<file path="config.mk">
export PLATFORM = sky130hd
export DESIGN_NAME = debug_tx_scheduler
export DESIGN_NICKNAME = d
export VERILOG_FILES = /design/src/rtl/debug_tx_scheduler.sv
export SDC_FILE = /design/constraint.sdc
export NUM_CORES = 1
export LEC_CHECK = 0
export ABC_CLOCK_PERIOD_IN_PS = 7480
export CAP_MARGIN = 0
export CORE_UTILIZATION = 40
export CTS_CLUSTER_SIZE = 8
export DETAILED_ROUTE_END_ITERATION = 8
export PLACE_DENSITY = 0.75
export SYNTH_ARGS = -nofsm -noshare
export SYNTH_HDL_FRONTEND = slang
export SYNTH_SLANG_ARGS = --single-unit
</file>
<file path="constraint.sdc">
create_clock -name i_clock -period 7.48 [get_ports i_clock]
set_input_delay 1.496 -clock i_clock [delete_from_list [all_inputs] [get_ports i_clock]]
set_output_delay 1.496 -clock i_clock [all_outputs]
set_load 0.01 [all_outputs]
</file>
<file path="src/rtl/debug_tx_scheduler.sv">
// Walks PC, register file, data memory and cycle counter, streaming each word MSB-first over the UART handshake.
// Define DEBUG_TX_CHECKSUM_EN to append one XOR-of-all-bytes checksum byte before completion.
//
// state   | meaning
// IDLE    | waiting for a dump request
// LEER    | read address presented to the selected source
// CARGAR  | selected word latched into the shift register
// ENVIAR  | issue tx_start with the current MS byte
// ESPERAR | wait for tx_done, then next byte / next word / finish
// FIN     | done pulse, return to IDLE
module debug_tx_scheduler #(
  parameter int OUTPUT_WORD_LENGTH    = 8,
  parameter int LONGITUD_INSTRUCCION  = 32,
  parameter int CANT_REGISTROS        = 32,
  parameter int ADDR_REG_LENGTH       = 5,
  parameter int CANT_MEM_DATOS        = 16,
  parameter int ADDR_MEM_DATOS_LENGTH = 4
) (
  input  logic                             i_clock,
  input  logic                             i_reset,
  input  logic                             i_start,
  input  logic                             i_tx_done,
  input  logic [LONGITUD_INSTRUCCION-1:0]  i_pc,
  input  logic [LONGITUD_INSTRUCCION-1:0]  i_contador_ciclos,
  input  logic [LONGITUD_INSTRUCCION-1:0]  i_dato_registro,
  input  logic [LONGITUD_INSTRUCCION-1:0]  i_dato_memoria,
  output logic [ADDR_REG_LENGTH-1:0]       o_addr_registro,
  output logic [ADDR_MEM_DATOS_LENGTH-1:0] o_addr_memoria,
  output logic                             o_tx_start,
  output logic [OUTPUT_WORD_LENGTH-1:0]    o_data_tx,
  output logic                             o_busy,
  output logic                             o_done
);

  localparam int BPW    = LONGITUD_INSTRUCCION / OUTPUT_WORD_LENGTH;
  localparam int NWORDS = CANT_REGISTROS + CANT_MEM_DATOS + 2;
  localparam int WIDX_W = $clog2(NWORDS);
  localparam int BIDX_W = (BPW > 1) ? $clog2(BPW) : 1;

  localparam logic [WIDX_W-1:0] LAST_WORD  = WIDX_W'(NWORDS - 1);
  localparam logic [WIDX_W-1:0] LAST_REG_W = WIDX_W'(CANT_REGISTROS);
  localparam logic [WIDX_W-1:0] FIRST_MEM  = WIDX_W'(CANT_REGISTROS + 1);
  localparam logic [WIDX_W-1:0] LAST_MEM_W = WIDX_W'(CANT_REGISTROS + CANT_MEM_DATOS);
  localparam logic [BIDX_W-1:0] LAST_BYTE  = BIDX_W'(BPW - 1);

  typedef enum logic [2:0] {
    IDLE,
    LEER,
    CARGAR,
    ENVIAR,
    ESPERAR,
    FIN
  } state_t;

  state_t                          state;
  logic [WIDX_W-1:0]               word_idx;
  logic [BIDX_W-1:0]               byte_idx;
  logic [LONGITUD_INSTRUCCION-1:0] shift_reg;
  logic [LONGITUD_INSTRUCCION-1:0] sel_word;
  logic [WIDX_W-1:0]               next_word;
`ifdef DEBUG_TX_CHECKSUM_EN
  logic [OUTPUT_WORD_LENGTH-1:0]   chk;
  logic                            chk_phase;
`endif

  // word 0 = PC, then registers, then memory, last = cycle counter
  function automatic logic [ADDR_REG_LENGTH-1:0] reg_addr(input logic [WIDX_W-1:0] w);
    if (w != '0 && w <= LAST_REG_W) return ADDR_REG_LENGTH'(w - 1'b1);
    return '0;
  endfunction

  function automatic logic [ADDR_MEM_DATOS_LENGTH-1:0] mem_addr(input logic [WIDX_W-1:0] w);
    if (w >= FIRST_MEM && w <= LAST_MEM_W) return ADDR_MEM_DATOS_LENGTH'(w - FIRST_MEM);
    return '0;
  endfunction

  always_comb begin
    sel_word  = i_contador_ciclos;
    next_word = word_idx + 1'b1;
    if (word_idx == '0)              sel_word = i_pc;
    else if (word_idx <= LAST_REG_W) sel_word = i_dato_registro;
    else if (word_idx <= LAST_MEM_W) sel_word = i_dato_memoria;
  end

  always_ff @(posedge i_clock or negedge i_reset) begin
    if (!i_reset) begin
      state           <= IDLE;
      word_idx        <= '0;
      byte_idx        <= '0;
      shift_reg       <= '0;
      o_addr_registro <= '0;
      o_addr_memoria  <= '0;
      o_tx_start      <= 1'b0;
      o_data_tx       <= '0;
      o_busy          <= 1'b0;
      o_done          <= 1'b0;
`ifdef DEBUG_TX_CHECKSUM_EN
      chk             <= '0;
      chk_phase       <= 1'b0;
`endif
    end else begin
      o_tx_start <= 1'b0;
      o_done     <= 1'b0;
      case (state)
        IDLE: begin
          if (i_start) begin
            state           <= LEER;
            o_busy          <= 1'b1;
            word_idx        <= '0;
            byte_idx        <= '0;
            o_addr_registro <= '0;
            o_addr_memoria  <= '0;
`ifdef DEBUG_TX_CHECKSUM_EN
            chk             <= '0;
            chk_phase       <= 1'b0;
`endif
          end
        end
        LEER: state <= CARGAR;
        CARGAR: begin
          shift_reg       <= sel_word;
          byte_idx        <= '0;
          o_addr_registro <= '0;
          o_addr_memoria  <= '0;
          state           <= ENVIAR;
        end
        ENVIAR: begin
          o_tx_start <= 1'b1;
          o_data_tx  <= shift_reg[LONGITUD_INSTRUCCION-1 -: OUTPUT_WORD_LENGTH];
`ifdef DEBUG_TX_CHECKSUM_EN
          chk        <= chk ^ shift_reg[LONGITUD_INSTRUCCION-1 -: OUTPUT_WORD_LENGTH];
`endif
          state      <= ESPERAR;
        end
        ESPERAR: begin
          if (i_tx_done) begin
            if (byte_idx != LAST_BYTE) begin
              shift_reg <= shift_reg << OUTPUT_WORD_LENGTH;
              byte_idx  <= byte_idx + 1'b1;
              state     <= ENVIAR;
            end else if (word_idx != LAST_WORD) begin
              // address goes out with the LEER entry so it is stable through CARGAR
              word_idx        <= next_word;
              o_addr_registro <= reg_addr(next_word);
              o_addr_memoria  <= mem_addr(next_word);
              state           <= LEER;
            end else begin
`ifdef DEBUG_TX_CHECKSUM_EN
              if (!chk_phase) begin
                chk_phase <= 1'b1;
                shift_reg <= LONGITUD_INSTRUCCION'(chk) << (LONGITUD_INSTRUCCION - OUTPUT_WORD_LENGTH);
                state     <= ENVIAR;
              end else begin
                o_done <= 1'b1;
                state  <= FIN;
              end
`else
              o_done <= 1'b1;
              state  <= FIN;
`endif
            end
          end
        end
        FIN: begin
          o_busy <= 1'b0;
          state  <= IDLE;
        end
        default: state <= IDLE;
      endcase
    end
  end

endmodule

</file>
==> results of run 1 <==
[critical path: cells and delay by family]
family,cells,cell delay [ps]
AOI/OAI and AO/OA,2,1230
buffers and inverters,1,510
and+or+nand+nor,3,340
[report_power, final]
| group | leakage [nW] | total (mW) | switching (mW) | internal (mW) |
|---|---|---|---|---|
| combinational | 1.29 | 0.544 | 0.242 | 0.302 |
| sequential | 0.812 | 0.542 | 0.0826 | 0.460 |
| clock | 0.109 | 0.322 | 0.137 | 0.185 |
[metrics by stage]
stage                     cell area (um^2)  std cells  hold slack (ps)
after global placement                5358        672            479.7
after global routing                  5569        688            505.8
after CTS                             5569        688            498.0
after detailed placement              5358        672            481.8
final                                 5569        688            493.4
after floorplan                       3821        426            465.7
[layer usage]
metal  vias to the layer above  global-route usage, %  part of all wire (%)
met2                       144                  39.20                    50
met4                         0                  9.163                   2.3
met3                        19                  5.341                   5.9
li1                       1821                      -                     -
met1                      1811                  29.62                    42
met5                         -                      0                     0
[placed cells by master, fill, tap and decap left out, types with 2 or more instances in the layout]
cell,count
o2111ai_1,2
nor2_1,30
xnor2_1,2
o221a_1,32
nor2b_1,2
inv_1,8
xor2_1,4
nand2b_1,3
ha_1,5
a32o_1,7
nor3_1,3
bufinv_16,2
a221o_1,24
and2_1,2
clkbuf_8,9
a21oi_1,6
or3b_1,2
dfrtp_1,63
mux2_2,9
or2_1,3
nand3_1,38
o21ai_1,2
nand2_1,101
o21ai_0,9
buf_4,5
clkdlybuf4s50_1,150
clkinv_2,4
a22o_1,12
[final cells by class]
class,count,area (um^2),area share [%]
Inverter,8,30.03,0.5392
Tap cell,129,161.4,2.898
Clock buffer,9,123.9,2.224
Sequential cell,63,1577,28.31
Clock inverter,7,87.58,1.573
Multi-Input combinational cell,316,2046,36.73
Timing Repair Buffer,156,1544,27.72
[path summary, 6_finish.rpt]
kind,slack (ps),end
setup / recovery,4100,shift_reg[13]
hold / removal,490,o_addr_registro[0]
setup reg to reg,4430,shift_reg[9]
hold reg to reg,490,o_addr_registro[0]
max in group asynchronous,5630,shift_reg[3]
min in group asynchronous,1300,o_data_tx[2]
[cell families (layout without fill, tap and decap cells)]
group,Yosys count,after routing,share of synthesized area [%]
compound gates,106,106,25.57
xor+xnor,6,6,1.375
fa+ha+maj,5,5,1.637
buf+inv,47,180,5.730
flops,63,63,41.26
mux,9,9,2.652
simple gates,190,190,21.77
==> flow_summary.json, run 1 <==
{
  "globalplace.congestion": 0.8882,
  "vdd_drop_max_mv": 0.1589,
  "grt_pass1_vias": 3674,
  "diodes": 0,
  "final_layout_size_suffix_gt1_share_pct": 6.261,
  "hold_path_class": "reg2reg",
  "drtAntennaViolNets": 0,
  "clkTransAtPathRegs_ps": 70,
  "grt_overflow": 0,
  "synth-edff-count": 0,
  "worst_ep_arrival_time_ps": 3610,
  "ys_seq_area_share_pct": 41.26,
  "via_per_inst": 5.516,
  "cts_setup_buffers": 0,
  "leakage_nw": 2.208,
  "end_kind": "flip-flop",
  "grt_pass1_wl_um": 18170,
  "antenna_found_initial": 0,
  "grt_max_degree": 64,
  "die-area_um2": 9948,
  "clockBufferDepth": 2,
  "synth-main-ff-cell": "dfrtp_1",
  "io_pins": 152,
  "hold_start": "o_addr_registro[0]",
  "yosysTopAreaCellShare_pct": 41.26,
  "min_path_cells": 1,
  "numPortBuffers": 151,
  "yosysWarningCount": 0,
  "insertion_delay_ps": 350,
  "max_freq_mhz": 295.8,
  "std_cell_rows": 35,
  "yosysMostFrequentCell": "nand2_1",
  "dp_slack_ps": 3750,
  "finalNetCount": 691,
  "cp-start-kind": "primary input",
  "ys_seq_elements": 63,
  "die_y_um": 99.74,
  "vias": 3795,
  "finalSetupTns_ps": 0,
  "avgSynthCellArea_um2": 8.970,
  "worstSetupPathType": "in2reg",
  "worst_pin_slew_ps": 1213,
  "required_ps": 7710,
  "relSlewSlack_pct": 18.91,
  "post-route-util_pct": 60.27,
  "drt_iter0_drc": 319,
  "max_stage_delay_ps": 930,
  "core_um2": 9240,
  "drt-total-wl_um": 11420,
  "firstDrtPassIters": 5,
  "drcViolationCount": 0,
  "power_mw": 1.408,
  "detail_route.wl_per_cell_um": 16.59,
  "synth_nets": 563,
  "period_share_pct": 45.20,
  "holdBufCountCts": 0,
  "fillers": 818,
  "async_flop_share_pct": 100.0,
  "cts_buffers": 9,
  "synthTopCellsByCount": "nand2_1, dfrtp_1, nand3_1",
  "htreeDepth": 3,
  "setup_viol": 0,
  "hold_violations": 0,
  "drv_slew": 0,
  "post-dp-hpwl_um": 8293,
  "netlist_area_um2": 3821,
  "yosysUniqueCellTypes": 43,
  "status": "finished, final reports clean",
  "timing.rr.start": "word_idx[0]",
  "p_per_area_nw_per_um2": 252.8,
  "final.setup.worst_slack_ps": 4099,
  "cap_violations": 0,
  "syn_to_final_growth_pct": 45.74,
  "cts_tree": "yes",
  "cts_sinks": 63,
  "rr_worst_depth": 8,
  "cts_resized": 0,
  "synth_area_leaders": "dfrtp_1, nand2_1, o221a_1",
  "synth_cells": 426,
  "start_util_pct": 41.35,
  "crit_chain": "clkdlybuf4s50_1, nand2_1, nor3_1, o21bai_4, nor2_1, a221o_1",
  "finClkSkew_ps": 7.403,
  "worst_path_max_delay_cell": "o21bai_4",
  "grt_usage_pct": 23.53,
  "largest_register_ffs": 32,
  "fp.dieW_um": 99.74,
  "min_period_ps": 3381,
  "cp-startpoint": "i_tx_done",
  "cts_root_buf": "clkbuf_8",
  "cp_max_fo": 56,
  "synth_top_cell_by_area": "dfrtp_1",
  "rsz0062_at_grt": "false"
}
Note: power is estimated with default switching activity, not from simulation.
==> run 2, diff against run 1 <==
--- a/config.mk
+++ b/config.mk
@@ -5,7 +5,7 @@
 export SDC_FILE = /design/constraint.sdc
 export NUM_CORES = 1
 export LEC_CHECK = 0
-export ABC_CLOCK_PERIOD_IN_PS = 7480
+export ABC_CLOCK_PERIOD_IN_PS = 3400
 export CAP_MARGIN = 0
 export CORE_UTILIZATION = 40
 export CTS_CLUSTER_SIZE = 8
==> constraint.sdc (replaced) <==
create_clock -name i_clock -period 3.4 [get_ports i_clock]
set_input_delay 0.68 -clock i_clock [delete_from_list [all_inputs] [get_ports i_clock]]
set_output_delay 0.68 -clock i_clock [all_outputs]
set_load 0.01 [all_outputs]
==> run 2 against run 1 <==
Effect of this change:
- power up 120%
- design area increased by 0.22%
- via count up 0.47%
- clock power rose by 100%
==> flow_summary.json, run 2 (synthesis results as in run 1) <==
{
  "io_pins": 152,
  "r2r_end": "shift_reg[30]",
  "setup_viol": 0,
  "route.met3.wl_um": 604,
  "finalNetCount": 693,
  "min_period_ps": 2731,
  "vdd_drop_max_mv": 0.3076,
  "cp-startpoint": "word_idx[0]",
  "cts_buffers": 9,
  "diodes": 0,
  "vias": 3813,
  "syn_to_final_growth_pct": 46.07,
  "multiInputGateArea_um2": 2046,
  "firstDrtPassIters": 5,
  "detail_route.wl_per_cell_um": 17.16,
  "timing.rr.start": "word_idx[0]",
  "clockBufferDepth": 2,
  "cts_sinks": 63,
  "grt_pass1_wl_um": 18860,
  "relSlewSlack_pct": 21.60,
  "worst_path_max_delay_cell": "and3_1",
  "status": "finished, final reports clean",
  "cts_resized": 0,
  "crit_chain": "inv_1, ha_1, or3b_1, and3_1, nand2_1, nand3_1, a221o_1",
  "final_layout_size_suffix_gt1_share_pct": 6.429,
  "cts_setup_buffers": 0,
  "drv_slew": 0,
  "rsz0062_at_grt": "false",
  "core_um2": 9240,
  "required_ps": 3620,
  "fp.dieW_um": 99.74,
  "worst_ep_arrival_time_ps": 2950,
  "cp_num_cells": 7,
  "finClkSkew_ps": 6.186,
  "finalSetupTns_ps": 0,
  "cap_violations": 0,
  "rr_worst_depth": 7,
  "max_stage_delay_ps": 580,
  "dr_wl_met2_um": 5877,
  "p_per_area_nw_per_um2": 549.8,
  "worst_pin_slew_ps": 1176,
  "std_cell_rows": 35,
  "drt-total-wl_um": 11820,
  "hold_path_class": "in2async",
  "layout_common_cells": "clkdlybuf4s50_1, nand2_1, dfrtp_1",
  "globalplace.congestion": 0.9072,
  "numPortBuffers": 151,
  "grt_max_degree": 37,
  "critPathBufInv": 1,
  "start_util_pct": 41.35,
  "cp_max_fo": 32,
  "post-dp-hpwl_um": 8594,
  "antenna_found_initial": 0,
  "r2r_slack_ps": 670,
  "topRoutingLayerUsed": "met4",
  "grt_overflow": 0,
  "seqCellArea_um2": 1577,
  "via_per_inst": 5.534,
  "period_share_pct": 80.33,
  "power_mw": 3.069,
  "holdBufCountCts": 0,
  "die-area_um2": 9948,
  "drt_iter0_drc": 296,
  "critPathCapture": "shift_reg[30]",
  "fillers": 793,
  "mostFrequentLayoutCell": "clkdlybuf4s50_1",
  "drtAntennaViolNets": 0,
  "die_y_um": 99.74,
  "drcViolationCount": 0,
  "cts_tree": "yes",
  "insertion_delay_ps": 340,
  "grt_usage_pct": 24.56,
  "worstSetupPathType": "reg2reg",
  "leakage_nw": 2.220,
  "largest_register_ffs": 32,
  "clkTransAtPathRegs_ps": 70,
  "htreeDepth": 3,
  "hold_violations": 0,
  "end_kind": "flip-flop",
  "grt_pass1_vias": 3774,
  "drt-met1-wl_um": 5072,
  "cp-start-kind": "flip-flop",
  "cpLargestDelayFamily": "simple AND/OR/NAND/NOR gates",
  "cts_root_buf": "clkbuf_8",
  "max_freq_mhz": 366.1
}
run 2: cell types whose count changed in the layout (fill, tap and decap cells not counted), sizes merged:
cell      delta
buf          +2
clkbuf       +2
clkinvlp     -1
clkinv       -1
bufinv       -1
run 2: power by group:
group	switching [mW]	internal [mW]
Combinational	0.522	0.693
Sequential	0.185	1.01
Clock	0.287	0.371
Total	0.994	2.07
run 2: layer usage:
layer,global-route usage [%],vias up
met5,0,-
met4,10.97,0
met3,3.865,21
met2,40.64,140
met1,31.68,1826
li1,-,1826
run 2: layout make-up:
cell class              count  share of cell area [%]
clock inverters             4                  0.8070
inverters                   8                  0.5380
multi-input cells         316                   36.65
repair buffers            158                   28.16
flip-flops and latches     63                   28.24
well taps                 129                   2.892
clock buffers              11                   2.712
run 2: worst min path at each step:
| stage | slack [ps] | from | to |
|---|---|---|---|
| after CTS | 460 | i_reset | o_data_tx[3] |
| after detailed placement | 490 | shift_reg[7] | shift_reg[7] |
| after global placement | 480 | o_addr_registro[1] | o_addr_registro[1] |
| after global routing | 510 | i_reset | o_data_tx[3] |
| final | 440 | i_reset | o_data_tx[3] |
| after floorplan | 380 | i_reset | byte_idx[0] |
run 2: per-stage QoR:
step | cells | utilization [%] | worst slack [ps] | hold slack [ps] | area [um^2]
final | 689 | 60.41 | 668.8 | 440.6 | 5582
after global routing | 689 | 60.41 | 414.8 | 510.1 | 5582
after CTS | 689 | 60.41 | 666.6 | 461.2 | 5582
after detailed placement | 674 | 58.28 | 672.9 | 487.7 | 5385
after global placement | 674 | 58.28 | 810.1 | 481.2 | 5385
after floorplan | 426 | - | 933.8 | 384.4 | 3821
==> run 3, diff against run 2 <==
--- a/config.mk
+++ b/config.mk
@@ -5,7 +5,7 @@
 export SDC_FILE = /design/constraint.sdc
 export NUM_CORES = 1
 export LEC_CHECK = 0
-export ABC_CLOCK_PERIOD_IN_PS = 3400
+export ABC_CLOCK_PERIOD_IN_PS = 2800
 export CAP_MARGIN = 0
 export CORE_UTILIZATION = 40
 export CTS_CLUSTER_SIZE = 8
==> constraint.sdc (replaced) <==
create_clock -name i_clock -period 2.8 [get_ports i_clock]
set_input_delay 0.56 -clock i_clock [delete_from_list [all_inputs] [get_ports i_clock]]
set_output_delay 0.56 -clock i_clock [all_outputs]
set_load 0.01 [all_outputs]
==> run 3 against run 2 <==
Effect of this change:
- hold slack worse by 400 ps
- power is 20% higher
- critical path type unchanged
- largest power group unchanged
- combinational power is 20% higher
- non-clock buffer count is 4 higher
- routed wire length is 3.1% lower
- via count is 1.4% higher
- critical path depth is 1 higher
- core utilization is 0.26 points higher
- flip-flop and latch count stayed put
- count of clock-buffer cells in the layout is 1 higher
- cell count is 0.73% higher
- die area stayed put
==> flow_summary.json, run 3 (synthesis results as in run 1) <==
{
  "largest_register_ffs": 32,
  "cts_resized": 0,
  "die-area_um2": 9948,
  "cts_root_buf": "clkbuf_8",
  "cap_violations": 0,
  "cp_max_fo": 33,
  "post-dp-hpwl_um": 8626,
  "clkTransAtPathRegs_ps": 70,
  "fp.dieW_um": 99.74,
  "place_inst": 678,
  "hold_path_class": "in2async",
  "final_layout_size_suffix_gt1_share_pct": 6.903,
  "globalplace.congestion": 0.8317,
  "period_share_pct": 89.86,
  "cpLargestDelayFamily": "simple AND/OR/NAND/NOR gates",
  "drt-total-wl_um": 11460,
  "finalSetupTns_ps": 0,
  "core_um2": 9240,
  "internal-power_mw": 2.502,
  "grt_overflow": 0,
  "worst_path_max_delay_cell": "or4b_1",
  "grt_pass1_vias": 3761,
  "max_freq_mhz": 397.5,
  "cts_setup_buffers": 0,
  "crit_chain": "inv_1, ha_1, or4b_1, or2_1, buf_4, nand2b_4, o221a_1, a221o_1",
  "via_per_inst": 5.573,
  "grt_max_degree": 57,
  "required_ps": 3090,
  "rsz0062_at_grt": "false",
  "worstSetupPathType": "reg2reg",
  "holdBufCountCts": 0,
  "setup_viol": 0,
  "mostFrequentLayoutCell": "clkdlybuf4s50_1",
  "finalNetCount": 697,
  "cts_tree": "yes",
  "drv_slew": 0,
  "hold_ws_ps": 42.63,
  "firstDrtPassIters": 5,
  "std_cell_rows": 35,
  "max_stage_delay_ps": 450,
  "finClkSkew_ps": 9.928,
  "grt_usage_pct": 23.21,
  "cts_sinks": 63,
  "start_util_pct": 41.35,
  "die_y_um": 99.74,
  "hold_violations": 0,
  "status": "finished, final reports clean",
  "critPathBufInv": 2,
  "power.share.clock_pct": 21.0,
  "end_kind": "flip-flop",
  "relSlewSlack_pct": 58.12,
  "antenna_found_initial": 0,
  "drt_iter0_drc": 253,
  "detail_route.wl_per_cell_um": 16.51,
  "diodes": 0,
  "numPortBuffers": 151,
  "worst_ep_arrival_time_ps": 2800,
  "p_per_area_nw_per_um2": 658.9,
  "syn_to_final_growth_pct": 46.69,
  "clockBufferDepth": 2,
  "vias": 3868,
  "vdd_drop_max_mv": 0.4306,
  "power_frac_seq_pct": 39.4,
  "worst_pin_slew_ps": 624.0,
  "final_cells": 694,
  "cts_buffers": 9,
  "grt_pass1_wl_um": 18010,
  "post-route-util_pct": 60.66,
  "htreeDepth": 3,
  "cp-start-kind": "flip-flop",
  "pwr-share-comb_pct": 39.6,
  "layout_common_cells": "clkdlybuf4s50_1, nand2_1, dfrtp_1",
  "drtAntennaViolNets": 0,
  "p_sw_share_pct": 32.27,
  "min_period_ps": 2516,
  "insertion_delay_ps": 350,
  "drcViolationCount": 0,
  "leakage_nw": 2.236,
  "netSwitchingPower_mw": 1.192,
  "io_pins": 152
}
[run 3: cell types whose count changed in the layout (fill, tap and decap cells not counted)]
cell,previous run,this run
clkbuf_1,0,2
buf_4,6,10
clkbuf_8,11,10
[run 3: metrics by stage]
stage | power, mW | worst slack (ps) | area [um^2]
4_1_cts | 3.709 | 292.4 | 5605
3_5_place_dp | 2.935 | 311.0 | 5415
6_report | 3.693 | 284.0 | 5605
3_3_place_gp | 2.876 | 393.7 | 5415
5_1_grt | 3.903 | 140.9 | 5605
2_1_floorplan | 2.329 | 333.8 | 3821
[run 3: layout make-up]
type                    instances  area, um^2
clock buffers                  12       145.1
clock inverters                 4       45.04
fillers                       811        3635
inverters                       8       30.03
multi-input cells             316        2046
flip-flops and latches         63        1577
well taps                     129       161.4
repair buffers                162        1602
[run 3: path summary, 6_finish.rpt]
check                                   start            endpoint  slack [ps]  cells after the start
hold reg to reg            o_addr_registro[0]  o_addr_registro[0]         500                      1
hold / removal                        i_reset        o_data_tx[3]          40                      1
min in group i_clock       o_addr_registro[0]  o_addr_registro[0]         500                      1
setup reg to reg                  word_idx[0]       shift_reg[18]         280                      8
max in group asynchronous             i_reset        shift_reg[2]        2130                      2
setup / recovery                  word_idx[0]       shift_reg[18]         280                      8
[run 3: power groups by stage]
stage / logic, mW / registers [mW] / clock network, mW
finish: 1.46 / 1.45 / 0.775
global route: 1.59 / 1.49 / 0.823
CTS: 1.47 / 1.45 / 0.787
detailed placement: 1.47 / 1.46 / 0
global placement: 1.43 / 1.45 / 0
floorplan: 0.936 / 1.39 / 0
[run 3: worst reg2reg max path, delay by kind of cell (launching register included)]
kind / cells / cell delay [ps]
adder cells (fa/ha/maj): 1 / 200
buffers and inverters: 2 / 390
flip-flops: 1 / 440
AND/OR/NAND/NOR: 3 / 1020
AO/OA/AOI/OAI: 2 / 410
[run 3: metal layers]
layer | wire length [um] | GRT usage, %
met5 | 0 | 0
met3 | 522 | 3.443
met2 | 5726 | 39.10
met1 | 4929 | 29.49
met4 | 279 | 10.29
